==> config.mk <==
export PLATFORM = sky130hd
export DESIGN_NAME = ins_fetch_unit
export DESIGN_NICKNAME = d
export VERILOG_FILES = /design/src/rtl/ins_fetch_unit.sv
export SDC_FILE = /design/constraint.sdc
export NUM_CORES = 1
export LEC_CHECK = 0
export BUFFER_PORTS_ARGS = -buffer_cell sky130_fd_sc_hd__buf_2
export CORE_UTILIZATION = 45
export CTS_BUF_LIST = sky130_fd_sc_hd__clkbuf_4
export DETAILED_ROUTE_END_ITERATION = 7
export PLACE_DENSITY = 0.7
export SYNTH_ARGS = -nofsm -noshare
export SYNTH_HDL_FRONTEND = slang
export SYNTH_SLANG_ARGS = --single-unit
export TNS_END_PERCENT = 50
==> constraint.sdc <==
create_clock -name clk -period 4.39 [get_ports clk]
set_clock_uncertainty 0.05 [all_clocks]
set_input_delay 0.2195 -clock clk [delete_from_list [all_inputs] [get_ports clk]]
set_output_delay 0.2195 -clock clk [all_outputs]
set_load 0.1 [all_outputs]
==> src/rtl/ins_fetch_unit.sv <==
// Fetch stage: owns the PC, drives the instruction ROM and waits out its latency.
// Assembles 1- or 2-word instructions and hands out decoded fields over valid/ready.
module ins_fetch_unit #(
  parameter logic [15:0] RESET_PC = 16'h0000,
  parameter int          ROM_LAT  = 2
) (
  input  logic        clk,
  input  logic        rst,
  output logic [15:0] rom_addr,
  input  logic [15:0] rom_addr_in,
  input  logic [15:0] rom_data_in,
  input  logic        branch_en,
  input  logic [15:0] branch_target,
  output logic        dec_valid,
  input  logic        dec_ready,
  output logic [15:0] dec_pc,
  output logic [1:0]  dec_mode,
  output logic        dec_two_word,
  output logic [3:0]  dec_opcode,
  output logic [2:0]  dec_op1,
  output logic [2:0]  dec_op2,
  output logic [1:0]  dec_optype,
  output logic [15:0] dec_imm,
  output logic        dec_illegal
);

  localparam int CW = (ROM_LAT < 2) ? 1 : $clog2(ROM_LAT + 1);
  localparam logic [CW-1:0] LAT = CW'(ROM_LAT);

  typedef enum logic [1:0] {F1, F2, HOLD} state_e;

  state_e        state_q, state_d;
  logic [15:0]   pc_q, pc_d;
  logic [15:0]   rom_addr_q, rom_addr_d;
  logic [CW-1:0] wait_cnt_q, wait_cnt_d;
  logic          valid_q, valid_d;
  logic [15:0]   dpc_q, dpc_d;
  logic [1:0]    mode_q, mode_d;
  logic          two_q, two_d;
  logic [3:0]    opc_q, opc_d;
  logic [2:0]    op1_q, op1_d;
  logic [2:0]    op2_q, op2_d;
  logic [1:0]    otype_q, otype_d;
  logic [15:0]   imm_q, imm_d;
  logic          ill_q, ill_d;

  logic          capture;
  logic          hs;
  logic [15:0]   pc_next;

  assign capture = (wait_cnt_q >= LAT) && (rom_addr_in == rom_addr_q);
  assign hs      = valid_q && dec_ready;
  assign pc_next = pc_q + (two_q ? 16'd2 : 16'd1);

  always_comb begin
    state_d    = state_q;
    pc_d       = pc_q;
    rom_addr_d = rom_addr_q;
    wait_cnt_d = (wait_cnt_q == LAT) ? wait_cnt_q : wait_cnt_q + 1'b1;
    valid_d    = valid_q;
    dpc_d      = dpc_q;
    mode_d     = mode_q;
    two_d      = two_q;
    opc_d      = opc_q;
    op1_d      = op1_q;
    op2_d      = op2_q;
    otype_d    = otype_q;
    imm_d      = imm_q;
    ill_d      = ill_q;

    unique case (state_q)
      F1: begin
        if (capture) begin
          dpc_d   = pc_q;
          mode_d  = rom_data_in[15:14];
          two_d   = rom_data_in[13:12] == 2'b10;
          ill_d   = rom_data_in[13:12] == 2'b11;
          opc_d   = rom_data_in[11:8];
          op1_d   = rom_data_in[7:5];
          op2_d   = rom_data_in[4:2];
          otype_d = rom_data_in[1:0];
          if (rom_data_in[13:12] == 2'b10) begin
            rom_addr_d = pc_q + 16'd1;
            wait_cnt_d = '0;
            state_d    = F2;
          end else begin
            imm_d   = 16'h0000;
            valid_d = 1'b1;
            state_d = HOLD;
          end
        end
      end
      F2: begin
        if (capture) begin
          imm_d   = rom_data_in;
          valid_d = 1'b1;
          state_d = HOLD;
        end
      end
      HOLD: begin
        if (hs) begin
          pc_d       = pc_next;
          rom_addr_d = pc_next;
          wait_cnt_d = '0;
          valid_d    = 1'b0;
          state_d    = F1;
        end
      end
      default: state_d = F1;
    endcase

    // A redirect overrides any in-flight assembly or completed transfer.
    if (branch_en) begin
      pc_d       = branch_target;
      rom_addr_d = branch_target;
      wait_cnt_d = '0;
      valid_d    = 1'b0;
      state_d    = F1;
    end
  end

  always_ff @(posedge clk) begin
    if (rst) begin
      state_q    <= F1;
      pc_q       <= RESET_PC;
      rom_addr_q <= RESET_PC;
      wait_cnt_q <= '0;
      valid_q    <= 1'b0;
      dpc_q      <= '0;
      mode_q     <= '0;
      two_q      <= 1'b0;
      opc_q      <= '0;
      op1_q      <= '0;
      op2_q      <= '0;
      otype_q    <= '0;
      imm_q      <= '0;
      ill_q      <= 1'b0;
    end else begin
      state_q    <= state_d;
      pc_q       <= pc_d;
      rom_addr_q <= rom_addr_d;
      wait_cnt_q <= wait_cnt_d;
      valid_q    <= valid_d;
      dpc_q      <= dpc_d;
      mode_q     <= mode_d;
      two_q      <= two_d;
      opc_q      <= opc_d;
      op1_q      <= op1_d;
      op2_q      <= op2_d;
      otype_q    <= otype_d;
      imm_q      <= imm_d;
      ill_q      <= ill_d;
    end
  end

  assign rom_addr     = rom_addr_q;
  assign dec_valid    = valid_q;
  assign dec_pc       = dpc_q;
  assign dec_mode     = mode_q;
  assign dec_two_word = two_q;
  assign dec_opcode   = opc_q;
  assign dec_op1      = op1_q;
  assign dec_op2      = op2_q;
  assign dec_optype   = otype_q;
  assign dec_imm      = imm_q;
  assign dec_illegal  = ill_q;

endmodule

==> out/metrics.cfg <==
[outcome]
status=completed

[clocking]
cts-htree-levels=3
cts_buffer_depth=2
root_buffer=clkbuf_4
post_cts_resized=0
cts_buffers=9
clk_pin_slew_ps=150
tritoncts=built
cts_sinks=85
insertion_delay_ps=430

[critical_path]
crit_family=simple AND/OR/NAND/NOR gates
path_cells=xor2_1 -> nor4_2 -> nand3_2 -> nor3_1 -> a21oi_1 -> a22o_1
start_kind=register
crit_path_max_incr_delay_ps=470
critical_path_peak_fanout=16
cp_slowest_cell=a21oi_1
crit_arrival_ps=2880
cp.required_ps=4680
critPathBufInv=0
cp-end-kind=register
path_class=reg2reg

[cells_and_area]
area_growth_pct=20.8
fin_nets=609
final_area_um2=4930
n_antenna_cell=0
multi_input_area_um2=2160
regArea_um2=1700
fill_cells=817
layout-drive-gt1-share_pct=25.9

[logic_synthesis]
ys_top_cells_by_count=dfxtp_1, nor2_1, nand2_1, mux2i_1, xor2_1
synth-async-reset-ratio_pct=0
syn_area_per_cell_um2=9.28
ys_warn_count=0
synth.most_common_cell=dfxtp_1
yosysTopAreaCell=dfxtp_1
synth_nets=498
synth-seq-area-share_pct=41.7
synth_ff_type=dfxtp_1
ys_top_cells_by_area=dfxtp_1, mux2i_1, xor2_1
postSynthCellCount=440
synthesis.area_um2=4080
ys_seq_elements=85
synth_top_area_share_pct=41.7
ys_types=48
synth_edf_count=0

[grt]
grt_pass1_vias=3541
met3_usage_pct=4.53
grtUsageTotal_pct=23.6
grt-ovfl-total=0
grt_use_met1_pct=31.4
use_met2_pct=37.8
grt_max_degree=48
antenna_found_initial=0
busiest_layer=met2
grt_pass1_wl_mm=17.9

[placed_design]
hpwl_mm=7.49
place_congestion=0.865
dpl_cell_area_um2=4620
port_buffers=116

[timing]
final-hold-violation-count=0
setup_violations=0
rsz0062_at_grt=no
finalMaxSlewViolations=0
post-route-period-util_pct=59.1
max_freq_mhz=386
finalWorstPathRequiredPeriod_ps=2590
tns_ps=0
maxSlewHeadroom_pct=16.7
worst_pin_slew_ps=1250

[floorplanning]
die_h_um=97.2
coreArea_um2=8760
start_util_pct=46.6
num_rows=34
dieWidth_um=97.2
io_pins=117
dieArea_um2=9450

[routing]
drc=0
vias=3617
totalWireLength_mm=11.1
antenna_left=0
firstDrtPassIters=4
drtIter0Drc=195
wire_per_inst_um=16.7
vias_per_cell=5.46

[power]
p_per_area_nw_per_um2=301
p_leak_uw=0.00206
ir_worst_vdd_mv=0.167

[run]
drv_cap=0

[min_path]
hold_class=in2reg

[sequential cells by signal, indices dropped and copies added (netlist names), 2 cells and up]
signal,flops
dec_imm,16
dec_pc,16
pc_q,16
rom_addr,16
dec_opcode,4
dec_op1,3
dec_op2,3
dec_mode,2
dec_optype,2
state_q,2
wait_cnt_q,2
[where the power goes]
part           switching (uW)  total, uW  internal (uW)
clock                     286        461            176
combinational             133        200           67.0
sequential               30.5        821            790
[through the flow]
| stage | worst slack [ps] | util (%) | hold slack, ps | cells | total power, uW |
|---|---|---|---|---|---|
| global placement | 1890 | 52.7 | 393 | 631 | 1020 |
| global route | 1650 | 56.2 | 14.7 | 663 | 1540 |
| detailed placement | 1880 | 52.7 | 403 | 631 | 1020 |
| finish | 1800 | 56.2 | 18.4 | 663 | 1480 |
| floorplan | 1600 | - | 295 | 440 | 966 |
| CTS | 1870 | 56.2 | 9.86 | 663 | 1490 |
[tightest hold or removal path: stages]
cell,delay [ps]
buf_2,90
nand2_1,90
a21oi_1,70
[path summary, 6_finish.rpt]
path / startpoint / endpoint / slack, ps / depth (start not counted)
min reg2reg: dec_illegal / dec_illegal / 430 / 2
min: branch_target[6] / pc_q[6] / 20 / 3
max reg2reg: rom_addr[12] / dec_imm[3] / 1800 / 6
max: rom_addr[12] / dec_imm[3] / 1800 / 6
[layout by cell type (no fill, tap or decap), types with 6 or more instances in the layout]
cell / instances
dfxtp_1: 85
nand3_1: 9
inv_1: 6
o21ai_0: 9
xnor2_1: 14
mux2i_1: 30
a211oi_1: 8
o221ai_1: 13
nand3b_1: 15
clkbuf_4: 9
dlygate4sd3_1: 17
o211ai_1: 13
nand4_1: 7
nor2_1: 46
nor3_1: 8
buf_2: 116
a21oi_1: 14
xor2_1: 30
a22o_1: 16
nand2_1: 40
[logic make-up after synthesis]
kind of cell	Yosys count	share of synthesized area (%)
AOI/OAI and AO/OA	79	13.9
xor gates and xnor gates	44	9.44
adders and majority gates	6	2.02
buffers and inverters	42	5.43
DFF	85	41.7
muxes	30	7.36
and+or+nand+nor	154	20.1
[cell type report]
type,count,area share [%]
Tap cell,108,2.74
Multi-Input combinational cell,313,43.8
Timing Repair Buffer,135,15.5
Clock inverter,6,1.45
Inverter,7,0.533
Sequential cell,85,34.5
Clock buffer,9,1.37
[routing by layer]
metal / part of all wire (%) / up-vias
li1: - / 1769
met2: 47 / 118
met5: 0 / -
met4: 2.0 / 0
met1: 46 / 1713
met3: 5.4 / 17
[repair_timing]
item                      CTS  global route
buffers inserted            0             0
hold endpoints to repair   29             0
hold buffers               17             0
(Power assumes the default switching activity.)
